`config.mk`:
```
export PLATFORM = sky130hd
export DESIGN_NAME = cpu_sequencer
export DESIGN_NICKNAME = d
export VERILOG_FILES = /design/src/rtl/cpu_pkg.sv /design/src/rtl/op_class.sv /design/src/rtl/cpu_sequencer.sv
export SDC_FILE = /design/constraint.sdc
export NUM_CORES = 1
export LEC_CHECK = 0
export CORE_ASPECT_RATIO = 1.1
export CORE_UTILIZATION = 31
export CTS_CLUSTER_DIAMETER = 50
export CTS_CLUSTER_SIZE = 8
export DETAILED_ROUTE_END_ITERATION = 8
export GPL_TIMING_DRIVEN = 0
export PLACE_DENSITY = 0.51
export SYNTH_ARGS = -nofsm -noshare
export SYNTH_HDL_FRONTEND = slang
export SYNTH_SLANG_ARGS = --single-unit
export TNS_END_PERCENT = 20
```
`constraint.sdc`:
```
create_clock -name clk -period 2.77 [get_ports clk]
set_clock_uncertainty 0.05 [all_clocks]
set_input_delay 0.554 -clock clk [delete_from_list [all_inputs] [get_ports clk]]
set_output_delay 0.554 -clock clk [all_outputs]
set_load 0.02 [all_outputs]
```
`src/rtl/cpu_pkg.sv`:
```
// Shared opcode, state and control-strobe definitions
// for the 8-bit accumulator CPU.
package cpu_pkg;

    localparam int OP_W = 3;

    localparam logic [OP_W-1:0] HLT = 3'b000;
    localparam logic [OP_W-1:0] SKZ = 3'b001;
    localparam logic [OP_W-1:0] ADD = 3'b010;
    localparam logic [OP_W-1:0] AND = 3'b011;
    localparam logic [OP_W-1:0] XOR = 3'b100;
    localparam logic [OP_W-1:0] LDA = 3'b101;
    localparam logic [OP_W-1:0] STO = 3'b110;
    localparam logic [OP_W-1:0] JMP = 3'b111;

    typedef enum logic [3:0] {
        IDLE   = 4'd0,
        S0     = 4'd1,
        S1     = 4'd2,
        S2     = 4'd3,
        S3     = 4'd4,
        S4     = 4'd5,
        S5     = 4'd6,
        S6     = 4'd7,
        S7     = 4'd8,
        HALTED = 4'd9
    } state_t;

    typedef struct packed {
        logic inc_pc;
        logic load_pc;
        logic load_ir;
        logic load_acc;
        logic rd;
        logic wr;
        logic datactl_ena;
        logic halt;
    } ctl_t;

endpackage

```
`src/rtl/op_class.sv`:
```
// Opcode classifier: maps the latched opcode to one-hot
// instruction-class flags.
module op_class #(
    parameter int OP_W = cpu_pkg::OP_W
) (
    input  logic [OP_W-1:0] op,
    output logic            is_alu,
    output logic            is_sto,
    output logic            is_jmp,
    output logic            is_skz,
    output logic            is_hlt
);
    import cpu_pkg::*;

    always_comb begin
        is_alu = 1'b0;
        is_sto = 1'b0;
        is_jmp = 1'b0;
        is_skz = 1'b0;
        is_hlt = 1'b0;
        case (op)
            HLT:               is_hlt = 1'b1;
            SKZ:               is_skz = 1'b1;
            ADD, AND, XOR, LDA: is_alu = 1'b1;
            STO:               is_sto = 1'b1;
            JMP:               is_jmp = 1'b1;
            default:           is_hlt = 1'b0;
        endcase
    end

endmodule

```
`src/rtl/cpu_sequencer.sv`:
```
// Instruction-cycle controller: steps S0..S7 per instruction
// and issues registered PC/IR/ACC/memory/bus strobes.
module cpu_sequencer #(
    parameter int OP_W = cpu_pkg::OP_W
) (
    input  logic            clk,
    input  logic            reset,
    input  logic            fetch,
    input  logic [OP_W-1:0] opcode,
    input  logic            zero,
    output logic            inc_pc,
    output logic            load_pc,
    output logic            load_ir,
    output logic            load_acc,
    output logic            rd,
    output logic            wr,
    output logic            datactl_ena,
    output logic            halt
);
    import cpu_pkg::*;

    state_t          state, state_nx;
    logic            ena;
    logic [OP_W-1:0] op_q;
    logic            z_q;
    ctl_t            ctl, ctl_nx;
    logic            is_alu, is_sto, is_jmp, is_skz, is_hlt;

    op_class #(.OP_W(OP_W)) u_op_class (
        .op     (op_q),
        .is_alu (is_alu),
        .is_sto (is_sto),
        .is_jmp (is_jmp),
        .is_skz (is_skz),
        .is_hlt (is_hlt)
    );

    always_comb begin
        state_nx = IDLE;
        case (state)
            IDLE:    state_nx = ena ? S0 : IDLE;
            S0:      state_nx = S1;
            S1:      state_nx = S2;
            S2:      state_nx = S3;
            S3:      state_nx = is_hlt ? HALTED : S4;
            S4:      state_nx = S5;
            S5:      state_nx = S6;
            S6:      state_nx = S7;
            S7:      state_nx = S0;
            HALTED:  state_nx = HALTED;
            default: state_nx = IDLE;
        endcase
    end

    // Strobes are decoded from the state being entered so they
    // are registered; S5's skip uses the zero flag being sampled.
    always_comb begin
        ctl_nx = '0;
        case (state_nx)
            S0, S1: begin
                ctl_nx.rd      = 1'b1;
                ctl_nx.load_ir = 1'b1;
                ctl_nx.inc_pc  = 1'b1;
            end
            S4: begin
                ctl_nx.rd          = is_alu;
                ctl_nx.datactl_ena = is_sto;
                ctl_nx.load_pc     = is_jmp;
            end
            S5: begin
                ctl_nx.rd          = is_alu;
                ctl_nx.load_acc    = is_alu;
                ctl_nx.datactl_ena = is_sto;
                ctl_nx.wr          = is_sto;
                ctl_nx.load_pc     = is_jmp;
                ctl_nx.inc_pc      = is_skz & zero;
            end
            S6: begin
                ctl_nx.datactl_ena = is_sto;
                ctl_nx.inc_pc      = is_skz & z_q;
            end
            HALTED:  ctl_nx.halt = 1'b1;
            default: ctl_nx = '0;
        endcase
    end

    always_ff @(posedge clk or negedge reset) begin
        if (!reset) begin
            state <= IDLE;
            ena   <= 1'b0;
            op_q  <= '0;
            z_q   <= 1'b0;
            ctl   <= '0;
        end else begin
            state <= state_nx;
            ctl   <= ctl_nx;
            if (state == IDLE && fetch)
                ena <= 1'b1;
            if (state == S2)
                op_q <= opcode;
            if (state == S4)
                z_q <= zero;
        end
    end

    assign inc_pc      = ctl.inc_pc;
    assign load_pc     = ctl.load_pc;
    assign load_ir     = ctl.load_ir;
    assign load_acc    = ctl.load_acc;
    assign rd          = ctl.rd;
    assign wr          = ctl.wr;
    assign datactl_ena = ctl.datactl_ena;
    assign halt        = ctl.halt;

endmodule

```
==> flow_summary.toml <==
[critical_path]
critPathKind = "reg -> out"
crit_family = "buffers and inverters"
cp_cell_sequence = "clkdlybuf4s50_1"
critPathLaunchType = "flop"
slowest_delay_ns = 0.60
end_kind = "output port"
crit_fanout = 1
worst-path-buf-inv = 1
r2r_start = "state[2]$_DFF_PN0_"
r2r_setup_slack_ns = 1.21
worst_ep_required_time_ns = 2.17
cp.arrival_ns = 1.22
slowest_stage = "clkdlybuf4s50_1"
reg2regPathDepth = 4
r2r_end = "inc_pc$_DFF_PN0_"

[floorplanning]
rows = 18
dieArea_sq_um = 2590
core-area_sq_um = 2250
io_pins = 15
die_h_um = 53.3
start_util = 0.329
fp.dieW_um = 48.6

[yosys]
synthesis.area_sq_um = 741
ys_seq_area_frac = 0.574
syn_inst = 66
synth-edff-count = 0
synth.most_common_cell = "dfrtp_1"
yosysUniqueCellTypes = 24
yosysTopAreaCellShare = 0.574
synthArstFlopShare = 1.00
synth_seq_cells = 17
ys.flop_type = "dfrtp_1"
yosys_warnings = 0
synth_top_area_cell = "dfrtp_1"
postSynthAreaPerCell_sq_um = 11.2
synth_nets = 73
synth_common_cells = "dfrtp_1 (17), nor2_1 (8), nand2_1 (6), mux2_2 (4), nor3_1 (4)"
synthTopCellsByArea = "dfrtp_1 (57%), mux2_2 (6.1%), nor2_1 (4.1%)"

[drt]
drtIter0Drc = 7
dr.pass1.iters = 4
drc = 0
wl_per_cell_um = 11.3
routed_via_density = 4.63
vias = 528
wirelength_mm = 1.29
antenna_left = 0

[worst_hold_path]
min_path_cells = 1
worstHoldStart = "z_q$_DFFE_PN0P_"
hold_end = "z_q$_DFFE_PN0P_"
hp-class = "reg -> reg"

[clocking]
htree_levels = 1
cts_made_buffers = 3
cts-resized-gates = 0
clk_path_buf_depth = 2
clock-sinks = 17
cts_hold_buf = 0
post-cts-setup-buffer-count = 0
clk_latency_ns = 0.29
cts_tree = "built"
clk_transition_reported_paths_ns = 0.09
cts_root_buffer = "clkbuf_4"

[job]
cap_violations = 0

[timing]
fin_crit_ns = 1.83
hold_violations = 0
setup-tns-final_ns = 0
worstMarginPinSlew_ns = 0.733
final.setup.worst_slack_ns = 0.945
fmax_mhz = 548
setup_viol = 0
slew_violations = 0
rsz0062_at_grt = "false"
fin_crit_sh = 0.659
timing.slew.headroom = 0.510

[placement]
pre_cts_ws_ns = 1.17
port_buffers = 14
place.gp.congestion = 0.789
dpl.hpwl_um = 918

[grt]
grt_pass1_wl_mm = 2.37
grt_max_degree = 18
grt_pass1_vias = 521
grt_overflow = 0
grt_usage = 0.123
antenna_found_initial = 0

[cells_and_area]
layout-drive-gt1-share = 0.167
nFillCells = 225
areaGrowthSynthToFinish_pct = 27.5
final_nets = 92
n_antenna_cell = 0

[status]
outcome = "complete, no violations"

[power_and_ir_drop]
vdd_drop_max_v = 0.000518
power.leakage_nw = 0.398
powerDensity_nw_per_um2 = 1100
==> cell type report <==
cell class                 count  area [sq um]  share of cell area
sequential                    17           425               0.450
multi-input combinational     43           283               0.299
timing repair buffer          14           140               0.148
tap                           30          37.5              0.0397
clock buffer                   4          26.3              0.0278
buffer                         3          21.3              0.0225
inverter                       3          11.3              0.0119
==> worst max-delay path by stage <==
stage	start	endpoint	slack, ns	cells after the start
finish	datactl_ena$_DFF_PN0_	datactl_ena	0.94	1
global route	load_pc$_DFF_PN0_	load_pc	0.89	1
CTS	datactl_ena$_DFF_PN0_	datactl_ena	0.94	1
detailed placement	reset	op_q[2]$_DFFE_PN0P_	1.17	1
global placement	reset	op_q[2]$_DFFE_PN0P_	1.17	1
floorplan	state[1]$_DFF_PN0_	inc_pc$_DFF_PN0_	1.31	5
==> routing by layer <==
layer  global-route usage  part of all wire
met5                    0                 0
met4               0.0588             0.013
met3               0.0259             0.048
met2                0.188              0.44
met1                0.167              0.50
==> flip-flops by register name, indices dropped and copies added (netlist names) <==
signal / count
state: 4
op_q: 3
datactl_ena: 1
ena: 1
halt: 1
inc_pc: 1
load_acc: 1
load_ir: 1
load_pc: 1
rd: 1
wr: 1
z_q: 1
==> placed cells by master (no fill, tap or decap), drive strengths merged, types with 2 or more instances in the layout <==
master / netlist / layout
a21oi: 4 / 4
buf: 3 / 3
clkbuf: 0 / 4
clkdlybuf4s50: 0 / 14
dfrtp: 17 / 17
inv: 3 / 3
mux2: 4 / 4
nand2: 6 / 6
nor2: 8 / 8
nor3: 4 / 4
o31ai: 2 / 2
or3: 3 / 3
xnor2: 2 / 2
==> power breakdown <==
group          internal (mW)  switching [mW]
clock network         0.0561          0.0728
logic                  0.233           0.269
registers              0.343          0.0665
total                  0.632           0.409
==> cells by family after synthesis <==
kind of cell,share of synthesized area
AO/OA/AOI/OAI,0.123
XOR/XNOR,0.0237
buffers and inverters,0.0439
flip-flops,0.574
multiplexers,0.0743
AND/OR/NAND/NOR,0.160
==> worst reg2reg max path, stage by stage, from the launching register on <==
cell,delay [ns]
dfrtp_1,0.47
or3_1,0.41
a21oi_2,0.20
mux2i_1,0.25
o31ai_2,0.07
==> metrics by stage <==
| stage | instance area [sq um] | total power, mW | cells | hold WS (ns) | utilization |
|---|---|---|---|---|---|
| detailed placement | 918 | 0.921 | 110 | 0.451 | 0.408 |
| global placement | 918 | 0.923 | 110 | 0.441 | 0.408 |
| floorplan | 741 | 0.771 | 66 | 0.208 | - |
| global route | 945 | 1.13 | 114 | 0.502 | 0.419 |
| finish | 945 | 1.04 | 114 | 0.467 | 0.419 |
| CTS | 945 | 1.05 | 114 | 0.472 | 0.419 |
No activity file was read; power rests on OpenSTA's default activity.
